$ cat src/rtl/burst_tracker_pkg.sv
// Shared types and constants for the PSRAM burst tracker.
// State encoding, config register address and latency field width.
package burst_tracker_pkg;

    typedef enum logic [1:0] {
        IDLE  = 2'd0,
        WAIT  = 2'd1,
        DATA  = 2'd2,
        WRITE = 2'd3
    } state_t;

    localparam logic [15:0] CFG_LATENCY_ADDR = 16'h7010;
    localparam int          LAT_W            = 4;

    typedef logic [LAT_W-1:0] lat_t;

endpackage

$ cat src/rtl/burst_tracker_sync_edge.sv
// Two-flop synchronizer with rising-edge detect for the raw RAM clock.
// rise is high for one mclk per synchronized low-to-high transition.
module sync_edge (
    input  logic mclk,
    input  logic reset,
    input  logic din,
    output logic rise
);

    logic s1;
    logic s2;
    logic prev;

    // Resynchronize and keep one older sample for edge detection
    always_ff @(posedge mclk or posedge reset) begin
        if (reset) begin
            s1   <= 1'b0;
            s2   <= 1'b0;
            prev <= 1'b0;
        end else begin
            s1   <= din;
            s2   <= s1;
            prev <= s2;
        end
    end

    assign rise = s2 & ~prev;

endmodule

$ cat src/rtl/burst_tracker.sv
// Tracks PSRAM bursts seen on raw RAM pins and drives patched read data.
// Optional stall timeout: define BURST_TRACKER_TIMEOUT_EN.
module burst_tracker
    import burst_tracker_pkg::*;
#(
    parameter int LATENCY_DEFAULT = 3,
    parameter int TIMEOUT_CYCLES  = 255
) (
    input  logic        mclk,
    input  logic        reset,
    input  logic        ram_clk,
    input  logic        ram_ce_n,
    input  logic        ram_adv_n,
    input  logic        ram_oe_n,
    input  logic        ram_we_n,
    input  logic [22:0] ram_addr,
    input  logic [15:0] config_addr,
    input  logic [15:0] config_data,
    input  logic        config_strobe,
    input  logic        patch_trigger,
    input  logic [15:0] patch_data,
    output logic [22:0] burst_addr,
    output logic        burst_addr_strobe,
    output logic        patch_data_next,
    output logic [15:0] ram_data_out,
    output logic        ram_data_oe,
    output logic        burst_active
);

    logic [3:0] ctl_s1;
    logic [3:0] ctl_s2;
    logic       ce_s;
    logic       adv_s;
    logic       oe_s;
    logic       we_s;
    logic       rclk_rise;
    logic       armed;
    logic       addr_edge;
    logic       timeout;
    logic       leave;
    state_t     state;
    lat_t       lat_reg;
    lat_t       lat_cur;
    lat_t       cnt;
    lat_t       cnt_nxt;
    logic       patching;
    logic       data_first;
    logic       unused_cfg;

    sync_edge u_rclk (
        .mclk  (mclk),
        .reset (reset),
        .din   (ram_clk),
        .rise  (rclk_rise)
    );

    // Control lines share the ram_clk synchronizer depth
    always_ff @(posedge mclk or posedge reset) begin
        if (reset) begin
            ctl_s1 <= '0;
            ctl_s2 <= '0;
        end else begin
            ctl_s1 <= {ram_ce_n, ram_adv_n, ram_oe_n, ram_we_n};
            ctl_s2 <= ctl_s1;
        end
    end

    assign {ce_s, adv_s, oe_s, we_s} = ctl_s2;

    // After reset, wait for ce_n high so a half-seen burst is ignored
    always_ff @(posedge mclk or posedge reset) begin
        if (reset) begin
            armed <= 1'b0;
        end else if (ce_s) begin
            armed <= 1'b1;
        end
    end

    assign addr_edge = armed & rclk_rise & ~ce_s & ~adv_s;
    assign cnt_nxt   = cnt + lat_t'(1);
    assign leave     = ce_s | addr_edge | timeout;

`ifdef BURST_TRACKER_TIMEOUT_EN
    localparam logic [7:0] TO_LAST = 8'(TIMEOUT_CYCLES - 1);

    logic [7:0] tcnt;

    // Count mclk cycles since the last RAM clock edge of an open burst
    always_ff @(posedge mclk or posedge reset) begin
        if (reset) begin
            tcnt <= '0;
        end else if (state == IDLE || rclk_rise || timeout) begin
            tcnt <= '0;
        end else begin
            tcnt <= tcnt + 8'd1;
        end
    end

    assign timeout = (state != IDLE) && !rclk_rise && (tcnt == TO_LAST);
`else
    localparam int unused_timeout_cycles = TIMEOUT_CYCLES;

    assign timeout = 1'b0;
`endif

    // Latency register; a burst snapshots it at its address edge
    always_ff @(posedge mclk or posedge reset) begin
        if (reset) begin
            lat_reg <= lat_t'(LATENCY_DEFAULT);
        end else if (config_strobe && config_addr == CFG_LATENCY_ADDR) begin
            lat_reg <= config_data[LAT_W-1:0];
        end
    end

    assign unused_cfg = ^config_data[15:LAT_W];

    // Burst sequencer: address edge, latency count, data or write phase
    always_ff @(posedge mclk or posedge reset) begin
        if (reset) begin
            state      <= IDLE;
            cnt        <= '0;
            lat_cur    <= '0;
            patching   <= 1'b0;
            data_first <= 1'b0;
        end else if (ce_s || timeout) begin
            state      <= IDLE;
            cnt        <= '0;
            patching   <= 1'b0;
            data_first <= 1'b0;
        end else if (addr_edge) begin
            cnt      <= '0;
            lat_cur  <= lat_reg;
            patching <= 1'b0;
            if (!we_s) begin
                state      <= WRITE;
                data_first <= 1'b0;
            end else if (lat_reg == '0) begin
                state      <= DATA;
                data_first <= 1'b1;
            end else begin
                state      <= WAIT;
                data_first <= 1'b0;
            end
        end else begin
            data_first <= 1'b0;
            unique case (state)
                WAIT: begin
                    if (patch_trigger) begin
                        patching <= 1'b1;
                    end
                    if (rclk_rise) begin
                        cnt <= cnt_nxt;
                        if (cnt_nxt == lat_cur) begin
                            state      <= DATA;
                            data_first <= 1'b1;
                        end
                    end
                end
                DATA: begin
                    if (data_first && patch_trigger) begin
                        patching <= 1'b1;
                    end
                end
                default: ;
            endcase
        end
    end

    // Registered outputs; any exit condition kills oe and pulses at once
    always_ff @(posedge mclk or posedge reset) begin
        if (reset) begin
            burst_addr        <= '0;
            burst_addr_strobe <= 1'b0;
            patch_data_next   <= 1'b0;
            ram_data_out      <= '0;
            ram_data_oe       <= 1'b0;
        end else begin
            if (addr_edge) begin
                burst_addr <= ram_addr;
            end
            burst_addr_strobe <= addr_edge;
            patch_data_next   <= (state == DATA) & patching & rclk_rise & ~leave;
            ram_data_out      <= patch_data;
            ram_data_oe       <= (state == DATA) & patching & ~oe_s & ~leave;
        end
    end

    assign burst_active = (state != IDLE);

endmodule

$ cat config.mk
export PLATFORM = sky130hd
export DESIGN_NAME = burst_tracker
export DESIGN_NICKNAME = d
export VERILOG_FILES = /design/src/rtl/burst_tracker_pkg.sv /design/src/rtl/burst_tracker_sync_edge.sv /design/src/rtl/burst_tracker.sv
export SDC_FILE = /design/constraint.sdc
export NUM_CORES = 1
export LEC_CHECK = 0
export ABC_CLOCK_PERIOD_IN_PS = 3070
export BUFFER_PORTS_ARGS = -buffer_cell sky130_fd_sc_hd__buf_2
export CELL_PAD_IN_SITES_DETAIL_PLACEMENT = 1
export CELL_PAD_IN_SITES_GLOBAL_PLACEMENT = 1
export CORE_MARGIN = 2
export CORE_UTILIZATION = 38
export CTS_CLUSTER_SIZE = 30
export DETAILED_ROUTE_END_ITERATION = 7
export PLACE_DENSITY_LB_ADDON = 0.25
export SYNTH_ARGS = -nofsm -noshare
export SYNTH_HDL_FRONTEND = slang
export SYNTH_SLANG_ARGS = --single-unit
$ cat constraint.sdc
create_clock -name mclk -period 3.07 [get_ports mclk]
set_clock_uncertainty 0.05 [all_clocks]
set_input_delay 0.1535 -clock mclk [delete_from_list [all_inputs] [get_ports mclk]]
set_output_delay 0.1535 -clock mclk [all_outputs]
set_load 0.02 [all_outputs]
==> metrics.cfg, run 1 <==
[pwr]
p_comb_frac=0.163
switchingPower_uw=635
p_leak_nw=1.94
internal-power_mw=1.86
powerDensity_nw_per_um2=634
seqPwrFrac=0.425
pwr-share-clk=0.413
ir_worst_vdd_uv=424
swShare=0.254

[timing]
setup_violations=0
fmax_mhz=493
setup_tns_ns=0
rsz0062_at_grt=no
hold_viol=0
fin_crit_ns=2.03
fin_crit_sh=0.660
tightest_slew_ns=0.617
relSlewSlack=0.587
final_max_slew_viol_count=0

[layout]
areaGrowthSynthToFinish_pct=56.2
regMostFlops=burst_addr
diodes=0
final_design_area_no_fill_um2=3940
reg.largest.list=burst_addr (23), ram_data_out (16)
drive_above_1_share=0.506
layout.nets=413
largest_reg_flops=23
final_cell_mix=buf_2, dfrtp_1, dlygate4sd3_1
final_common_cell=buf_2

[cts]
clockBufferDepth=2
cts_root_buffer=clkbuf_8
insertion_delay_ns=0.34
tritoncts=built
cts_made_buffers=9
cts_num_sinks=70
h-tree-depth=3
path_clk_slew_ns=0.08

[min_path]
min_from=config_data[1]
min_path_cells=2
min_to=lat_reg[1]
hold_path_class=in -> reg

[critical_path]
reg2reg_setup_slack_ns=1.04
worstPathArrival_ns=2.21
r2r_cells=4
regToRegEndpoint=burst_addr[15]
critPathCaptureType=flop
reg2reg_from=u_rclk.prev
critPathMaxFanout=21
setup.worst_path.class=reg -> reg
cp-start-kind=flop
required_ns=3.25

[logic_synthesis]
synth.distinct_cells=30
syn_nets=246
synth_seq_cells=70
synthCells=162
ys_warn_count=0
syn-cell-area_um2=2520
avgSynthCellArea_um2=15.6
ys_seq_area_frac=0.695

[detailed_routing]
viasPerCell=4.78
drc=0
first_iter_violations=46
wl_per_cell_um=18.1
num_vias=1965
routed_wl_um=7460
first_pass_iters=4
ant_nets=0

[floorplan]
die_w_um=85.5
coreArea_um2=6390
ios=123
die_height_um=85.5
dieArea_um2=7310
initial_utilization=0.395
rows=29

[placed_design]
hpwl_um=4080
gp_congestion=0.675
place_area_um2=3190
port-buffer-count=110

[grt]
grt_pass1_vias=2381
gr-total-overflow=0
grt_pass1_wl_um=12400
grt_antenna_before_repair=0
grt_use_total=0.227
grt_max_degree=29

[job]
drv_cap=0

[outcome]
run_status=completed

[how the worst max path moves through the flow]
stage	startpoint	to	slack, ns	cells after the start
6_report	u_rclk.prev	burst_addr[15]	1.04	4
5_1_grt	state[1]	state[0]	0.89	6
4_1_cts	u_rclk.prev	burst_addr[14]	1.02	4
3_5_place_dp	u_rclk.prev	burst_addr[14]	1.05	4
3_3_place_gp	u_rclk.prev	burst_addr[6]	1.07	4
2_1_floorplan	reset	armed	1.10	1
[power by group through the flow]
stage | Combinational, mW | Sequential (mW) | Clock (mW)
6_report | 0.406 | 1.06 | 1.03
5_1_grt | 0.437 | 1.07 | 1.08
4_1_cts | 0.398 | 1.05 | 1.03
3_5_place_dp | 0.349 | 1.07 | 0
3_3_place_gp | 0.341 | 1.06 | 0
2_1_floorplan | 0.0931 | 1.17 | 0
[synthesized netlist by cell type]
cell | count | area share
a21oi_1 | 2 | 0.0040
a32o_1 | 1 | 0.0040
and4bb_2 | 1 | 0.0050
buf_2 | 3 | 0.0060
clkbuf_1 | 1 | 0.0015
dfrtp_1 | 68 | 0.67
dfstp_2 | 2 | 0.021
ha_1 | 4 | 0.020
inv_1 | 7 | 0.010
mux2_2 | 31 | 0.14
mux2i_1 | 1 | 0.0040
nand2_1 | 5 | 0.0074
nand3_1 | 3 | 0.0060
nand3b_1 | 1 | 0.0030
nand4_1 | 1 | 0.0025
nor2_1 | 6 | 0.0089
nor2b_1 | 3 | 0.0074
nor3_1 | 1 | 0.0020
nor4_1 | 3 | 0.0074
nor4_4 | 1 | 0.0084
nor4b_1 | 1 | 0.0035
nor4bb_1 | 1 | 0.0040
o211ai_1 | 1 | 0.0030
o21ai_0 | 3 | 0.0060
or2_2 | 2 | 0.0050
or3_1 | 1 | 0.0025
or4_4 | 1 | 0.0045
xnor2_1 | 4 | 0.014
xor2_1 | 2 | 0.0069
xor3_1 | 1 | 0.0094
[metal layers]
metal / vias to the layer above / wire length, µm / GRT usage
met5: - / 0 / 0
met4: 0 / 92 / 0.0736
met3: 10 / 444 / 0.0652
met2: 69 / 4200 / 0.425
met1: 999 / 2730 / 0.244
li1: 887 / - / -
[worst max-delay path, cell delays in order, from the launching register on]
cell      delay, ns
dfrtp_1        0.39
and4bb_2       0.32
nor2b_2        0.54
buf_12         0.25
mux2_2         0.36
[stage by stage]
stage	hold slack (ns)	worst slack, ns	power, mW	cells	utilization
finish	0.00685	1.04	2.50	411	0.617
global route	0.0109	0.888	2.59	411	0.617
CTS	0.0000332	1.02	2.48	411	0.617
detailed placement	0.147	1.05	1.42	348	0.499
global placement	0.132	1.07	1.40	348	0.499
floorplan	0.135	1.10	1.26	162	-
[final cells by class]
| type | instances | area, µm² |
|---|---|---|
| clock buffer | 11 | 151 |
| clock inverter | 5 | 129 |
| tap | 77 | 96.3 |
| multi-input combinational | 81 | 726 |
| fill | 644 | 2450 |
| sequential | 70 | 1750 |
| timing repair buffer | 160 | 1060 |
| inverter | 7 | 26.3 |
[logic make-up (layout without fill, tap and decap cells)]
group                      after synthesis  in the layout  share of synthesized area
AOI/OAI and AO/OA                        7              7                     0.0169
and+or+nand+nor                         31             31                     0.0774
muxes                                   32             32                      0.142
adders and majority gates                4              4                     0.0198
buffers and inverters                   11            183                     0.0179
DFF                                     70             70                      0.695
xor gates and xnor gates                 7              7                     0.0303
[repair_timing]
item	CTS	global route
buffers inserted	0	0
resized for setup	0	0
endpoints found under the hold margin	63	0
hold buffers	47	0
Note: power is estimated with default switching activity, not from simulation.
==> run 2, diff against run 1 <==
--- a/config.mk
+++ b/config.mk
@@ -5,12 +5,12 @@
 export SDC_FILE = /design/constraint.sdc
 export NUM_CORES = 1
 export LEC_CHECK = 0
-export ABC_CLOCK_PERIOD_IN_PS = 3070
+export ABC_CLOCK_PERIOD_IN_PS = 1700
 export BUFFER_PORTS_ARGS = -buffer_cell sky130_fd_sc_hd__buf_2
 export CELL_PAD_IN_SITES_DETAIL_PLACEMENT = 1
 export CELL_PAD_IN_SITES_GLOBAL_PLACEMENT = 1
 export CORE_MARGIN = 2
-export CORE_UTILIZATION = 38
+export CORE_UTILIZATION = 32
 export CTS_CLUSTER_SIZE = 30
 export DETAILED_ROUTE_END_ITERATION = 7
 export PLACE_DENSITY_LB_ADDON = 0.25
==> constraint.sdc (replaced) <==
create_clock -name mclk -period 1.7 [get_ports mclk]
set_clock_uncertainty 0.05 [all_clocks]
set_input_delay 0.085 -clock mclk [delete_from_list [all_inputs] [get_ports mclk]]
set_output_delay 0.085 -clock mclk [all_outputs]
set_load 0.02 [all_outputs]
==> run 2 against run 1 <==
Sequential power rose by 79%. Flip-flop and latch count did not move. Die area rose by 18%. Design area rose by 1.9%. Register-to-register slack got worse by 0.99 ns. Non-clock buffer count rose by 8. Core utilization fell by 9.4 points. Combinational power rose by 79%. Fmax rose by 23%.
==> metrics.cfg, run 2 (synthesis results as in run 1) <==
[floorplan]
dieArea_um2=8610  ; +18%
rows=32  ; +10%
ios=123  ; unchanged
die_w_um=92.8  ; +8.6%
coreArea_um2=7690  ; +20%
die_height_um=92.8  ; +8.6%
initial_utilization=0.328  ; -0.0669

[detailed_routing]
ant_nets=0  ; unchanged
routed_wl_um=6480  ; -13%
first_iter_violations=45  ; -2.2%
wl_per_cell_um=14.6  ; -20%
first_pass_iters=2  ; -2
drc=0  ; unchanged
num_vias=1933  ; -1.6%
viasPerCell=4.35  ; -8.9%

[critical_path]
cp-start-kind=flop
cp.buffers_inverters=0  ; -1
r2r_cells=4  ; unchanged
setup.worst_path.class=reg -> reg
critPathMaxStageDelay_ns=0.43  ; -0.11 ns
required_ns=1.88  ; -1.37 ns
path_cells=xor3_1 > nor4_2 > nand2_1 > a32o_1
path_depth=4  ; unchanged
critPathMaxFanout=3  ; -86%
worstPathArrival_ns=1.82  ; -0.39 ns
critPathCaptureType=flop
cp_slowest_cell=xor3_1
critical-path-top-delay-family=XOR/XNOR gates

[min_path]
hold_path_class=in -> reg
min_path_cells=5  ; +3

[layout]
multi_input_area_um2=741  ; +2.1%
final_cell_mix=buf_2, dfrtp_1, dlygate4sd3_1
diodes=0  ; unchanged
post-route-util=0.522  ; -0.0945
layout.nets=421  ; +1.9%
largest_reg_flops=23  ; unchanged
fillers=822  ; +28%
regMostFlops=burst_addr
drive_above_1_share=0.515  ; +0.00863
final-seq-area_um2=1750  ; unchanged
areaGrowthSynthToFinish_pct=59.2
final_common_cell=buf_2
reg.largest.list=burst_addr (23), ram_data_out (16)

[cts]
insertion_delay_ns=0.33  ; about the same
clockBufferDepth=2  ; unchanged
h-tree-depth=3  ; unchanged
tritoncts=built
cts_num_sinks=70  ; unchanged
path_clk_slew_ns=0.08  ; about the same
cts_made_buffers=9  ; unchanged
cts_root_buffer=clkbuf_8

[timing]
hold_viol=0  ; unchanged
rsz0062_at_grt=yes
final_max_slew_viol_count=0  ; unchanged
fin_crit_ns=1.65  ; -0.381 ns
relSlewSlack=0.671  ; +0.0841
setup_violations=0  ; unchanged
fin_crit_sh=0.969  ; +0.308
tightest_slew_ns=0.489  ; -0.128 ns
fmax_mhz=607  ; +23%
setup_ws_ns=0.0535  ; -0.989 ns

[pwr]
p_leak_nw=1.95  ; +0.47%
ir_worst_vdd_uv=634  ; +50%
powerDensity_nw_per_um2=1050  ; +65%

[grt]
use_met2=0.295  ; -0.131
grt_antenna_before_repair=0  ; unchanged
use_met1=0.181  ; -0.0632
grt_max_degree=36  ; +24%
use_met3=0.0504  ; -0.0147
grt.busiest_layer=met2
grt_pass1_wl_um=10800  ; -12%
gr-total-overflow=0  ; unchanged
grt_use_total=0.164  ; -0.0634
grt_pass1_vias=2256  ; -5.2%

[outcome]
run_status=completed

[placed_design]
gp_congestion=0.700  ; +3.6%
hpwl_um=4170  ; +2.4%
post-place-ws_ns=-0.0322  ; -1.08 ns
port-buffer-count=110  ; unchanged

[job]
drv_cap=0  ; unchanged

-- run 2: final timing paths --
kind / start / to / slack [ns]
min reg2reg: ctl_s1[0] / ctl_s2[0] / 0.30
max reg2reg: cnt[2] / state[0] / 0.05
max: cnt[2] / state[0] / 0.05
max in group asynchronous: reset / lat_reg[0] / 0.88
min in group asynchronous: reset / ram_data_out[8] / 0.38
min: patch_trigger / patching / 0.08
-- run 2: area by class of cell --
class,instances,share of cell area
Clock buffer,10,0.0318
Clock inverter,6,0.0274
Inverter,7,0.00748
Multi-Input combinational cell,81,0.184
Sequential cell,70,0.437
Tap cell,102,0.0318
Timing Repair Buffer,168,0.280
-- run 2: repair_timing --
item / in CTS / in global routing
setup endpoints to repair: 2 / 29
resized for setup: 1 / 3
pin swaps: 1 / 1
endpoints found under the hold margin: 116 / 0
buffers inserted: 0 / 1
hold buffers: 49 / 0
-- run 2: stage by stage --
step                      hold WS, ns  TNS, ns  instance area (µm²)  total power, mW  std cells
after floorplan                0.0664        0                 2530             2.28        162
after global placement          0.143        0                 3260             2.54        378
after detailed placement        0.144  -0.0322                 3260             2.57        378
after CTS                      0.0723        0                 4000             4.26        443
after global routing           0.0958  -0.0402                 4020             4.41        444
final                          0.0809        0                 4020             4.22        444
-- run 2: tightest hold or removal path, delay by kind of cell --
kind,cells,cell delay [ns]
AO/OA/AOI/OAI,2,0.13
AND/OR/NAND/NOR,2,0.12
buffers and inverters,1,0.09
-- run 2: power breakdown --
group,switching (mW),total [mW],internal [mW]
Sequential,0.0744,1.90,1.82
Combinational,0.385,0.726,0.341
Clock,0.618,1.59,0.973
-- run 2: routing by layer --
| layer | up-vias | part of all wire | wire length, µm |
|---|---|---|---|
| met2 | 58 | 0.55 | 3560 |
| met3 | 12 | 0.059 | 385 |
| met5 | - | 0 | 0 |
| met1 | 961 | 0.37 | 2420 |
| li1 | 902 | - | - |
| met4 | 0 | 0.018 | 114 |
==> run 3, diff against run 2 <==
--- a/config.mk
+++ b/config.mk
@@ -16,4 +16,5 @@
 export PLACE_DENSITY_LB_ADDON = 0.25
 export SYNTH_ARGS = -nofsm -noshare
 export SYNTH_HDL_FRONTEND = slang
+export SYNTH_HIERARCHICAL = 1
 export SYNTH_SLANG_ARGS = --single-unit
==> run 3 against run 2 <==
Via count up 0.67%. Area after synthesis is 0.30% higher. Critical endpoint unchanged. Synthesized cell count is 1.9% higher. Critical path type unchanged. Core utilization fell by 0.63 points. Design area fell by 1.2%. Wire length decreased by 0.49%. Clock power down 22%. Register-to-register slack improved by 0.06 ns. Count of clock-buffer cells in the layout decreased by 1. Global-route usage hardly changed. Non-clock buffer count grew 2.
==> metrics.cfg, run 3 <==
[floorplan]
die_height_um=92.9  ; +0.14%
rows=32  ; unchanged
dieArea_um2=8630  ; +0.28%
coreArea_um2=7690  ; unchanged
ios=123  ; unchanged
die_w_um=92.9  ; +0.14%
initial_utilization=0.329  ; +0.000977

[cts]
clockBufferDepth=2  ; unchanged
cts_made_buffers=9  ; unchanged
insertion_delay_ns=0.34  ; about the same
path_clk_slew_ns=0.08  ; about the same
post_cts_resized=0  ; -1
tritoncts=built
cts_num_sinks=70  ; unchanged
cts_root_buffer=clkbuf_8
h-tree-depth=3  ; unchanged

[layout]
regMostFlops=burst_addr
diodes=0  ; unchanged
fin_cells=449  ; +1.1%
fillers=827  ; +0.61%
largest_reg_flops=23  ; unchanged
post-route-util=0.516  ; -0.00635
final_common_cell=buf_2
final_design_area_no_fill_um2=3970  ; -1.2%
layout.nets=426  ; +1.2%
drive_above_1_share=0.510  ; -0.00453
reg.largest.list=burst_addr (23), ram_data_out (16)
final_cell_mix=buf_2, dfrtp_1, dlygate4sd3_1
areaGrowthSynthToFinish_pct=56.8

[detailed_routing]
num_vias=1946  ; +0.67%
routed_wl_um=6450  ; -0.49%
ant_nets=0  ; unchanged
first_pass_iters=4  ; +2
drc=0  ; unchanged
first_iter_violations=50  ; +11%
viasPerCell=4.33  ; -0.45%
wl_per_cell_um=14.4  ; -1.6%

[logic_synthesis]
async_flop_share=1.00  ; unchanged
avgSynthCellArea_um2=15.3  ; -1.5%
yosysMostFrequentCell=dfrtp_1
ys_warn_count=6  ; +6
ys.flop_type=dfrtp_1
synthCells=165  ; +1.9%
synth_area_leader_cell=dfrtp_1
synth_seq_cells=70  ; unchanged
yosys-top-cells-area=dfrtp_1, mux2_2, dfstp_2, xnor2_1, ha_1
synth_edf_count=0  ; unchanged
syn-cell-area_um2=2530  ; +0.30%
ys_seq_area_frac=0.693  ; -0.00206
syn_nets=249  ; +1.2%
synth.distinct_cells=30  ; unchanged
synth_common_cells=dfrtp_1, mux2_2, nand2_1
synth.top_cell.area_share=0.673  ; -0.00200

[critical_path]
critPathCaptureType=flop
required_ns=1.88  ; about the same
cp-start-kind=flop
worstPathArrival_ns=1.76  ; -0.06 ns
setup.worst_path.class=reg -> reg
critPathMaxFanout=3  ; unchanged

[grt]
grt_pass1_wl_um=10800  ; -0.76%
grt_antenna_before_repair=0  ; unchanged
grt_pass1_vias=2203  ; -2.3%
grt_max_degree=47  ; +31%
grt_use_total=0.164  ; -0.000206
gr-total-overflow=0  ; unchanged

[outcome]
run_status=completed

[placed_design]
hpwl_um=4240  ; +1.5%
port-buffer-count=110  ; unchanged
place_area_um2=3290  ; +1.0%
dp_cells=384  ; +1.6%
gp_congestion=0.770  ; +10%

[timing]
rsz0062_at_grt=no
hold_viol=0  ; unchanged
setup_tns_ns=0  ; unchanged
relSlewSlack=0.765  ; +0.0942
fin_crit_ns=1.59  ; -0.0603 ns
setup_violations=0  ; unchanged
tightest_slew_ns=0.350  ; -0.139 ns
final_max_slew_viol_count=0  ; unchanged
fin_crit_sh=0.933  ; -0.0354
fmax_mhz=630  ; +3.8%

[pwr]
pwr-share-clk=0.321  ; -0.056
switchingPower_mw=1.15  ; +6.5%
swShare=0.297  ; +0.0413
p_leak_nw=1.93  ; -1.1%
ir_worst_vdd_uv=590  ; -7.0%
seqPwrFrac=0.491  ; +0.040
internal-power_mw=2.72  ; -13%
p_comb_frac=0.188  ; +0.016
powerDensity_nw_per_um2=974  ; -7.2%

[job]
drv_cap=0  ; unchanged

[min_path]
hold_path_class=in -> reg

## run 3: cell types whose count changed after synthesis, sizes merged, moves of 2 or more
cell   delta
o21ai     -2
nand2     +2
xnor2     +2
nor4      -2
nor3      +4
## run 3: logic make-up (layout without fill, tap and decap cells)
logic type | count (synthesis) | after routing | synth area share
AOI/OAI and AO/OA | 6 | 6 | 0.0153
xor gates and xnor gates | 9 | 9 | 0.0312
adders and majority gates | 4 | 4 | 0.0198
buffers and inverters | 10 | 192 | 0.0163
DFF | 70 | 70 | 0.693
muxes | 31 | 31 | 0.138
and+or+nand+nor | 35 | 35 | 0.0861
## run 3: cell type report
cell class              count  area, µm²  area share
clock buffers               9        124      0.0312
clock inverters             7       57.6      0.0145
inverters                   6       26.3     0.00662
multi-input cells          85        741       0.187
flip-flops and latches     70       1750       0.442
well taps                 102        128      0.0322
repair buffers            170       1140       0.286
## run 3: metal layers
layer / part of all wire / vias up / track usage
met2: 0.53 / 73 / 0.286
met5: 0 / - / 0
met1: 0.39 / 951 / 0.185
met3: 0.070 / 6 / 0.0651
li1: - / 916 / -
met4: 0.0096 / 0 / 0.0441
## run 3: power groups by stage
| stage | Clock [mW] | Combinational (mW) | Sequential (mW) |
|---|---|---|---|
| finish | 1.24 | 0.725 | 1.90 |
| global route | 1.36 | 0.782 | 1.92 |
| CTS | 1.28 | 0.728 | 1.90 |
| detailed placement | 0 | 0.641 | 1.93 |
| global placement | 0 | 0.629 | 1.92 |
| floorplan | 0 | 0.168 | 2.11 |
## run 3: path summary, 6_finish.rpt
kind / start / end / slack [ns] / cells past startpoint
min in group asynchronous: reset / u_rclk/prev / 0.13 / 3
min reg2reg: ctl_s1[1] / ctl_s2[1] / 0.30 / 0
max: cnt[1] / state[0] / 0.11 / 5
min: patch_trigger / patching / 0.09 / 5
max in group asynchronous: reset / lat_reg[0] / 0.90 / 4
max reg2reg: cnt[1] / state[0] / 0.11 / 5
## run 3: through the flow
| step | worst slack (ns) | hold slack (ns) | power [mW] |
|---|---|---|---|
| global route | 0.000278 | 0.0749 | 4.07 |
| finish | 0.114 | 0.0898 | 3.86 |
| CTS | 0.0736 | 0.0680 | 3.91 |
| floorplan | 0.0977 | -0.211 | 2.28 |
| global placement | 0.0889 | -0.0701 | 2.55 |
| detailed placement | 0.0928 | -0.0680 | 2.57 |
## run 3: what timing repair did
action	in CTS	in global routing
hold buffers	49	0
setup endpoints to repair	0	0
buffers inserted	0	0
hold endpoints to repair	116	0
## run 3: worst max-delay path, stage by stage (launching register included)
cell and delay (ns):
dfrtp_1 0.40, ha_1 0.32, xor2_1 0.15, nor3_1 0.21
nand3b_1 0.14, a22o_1 0.21
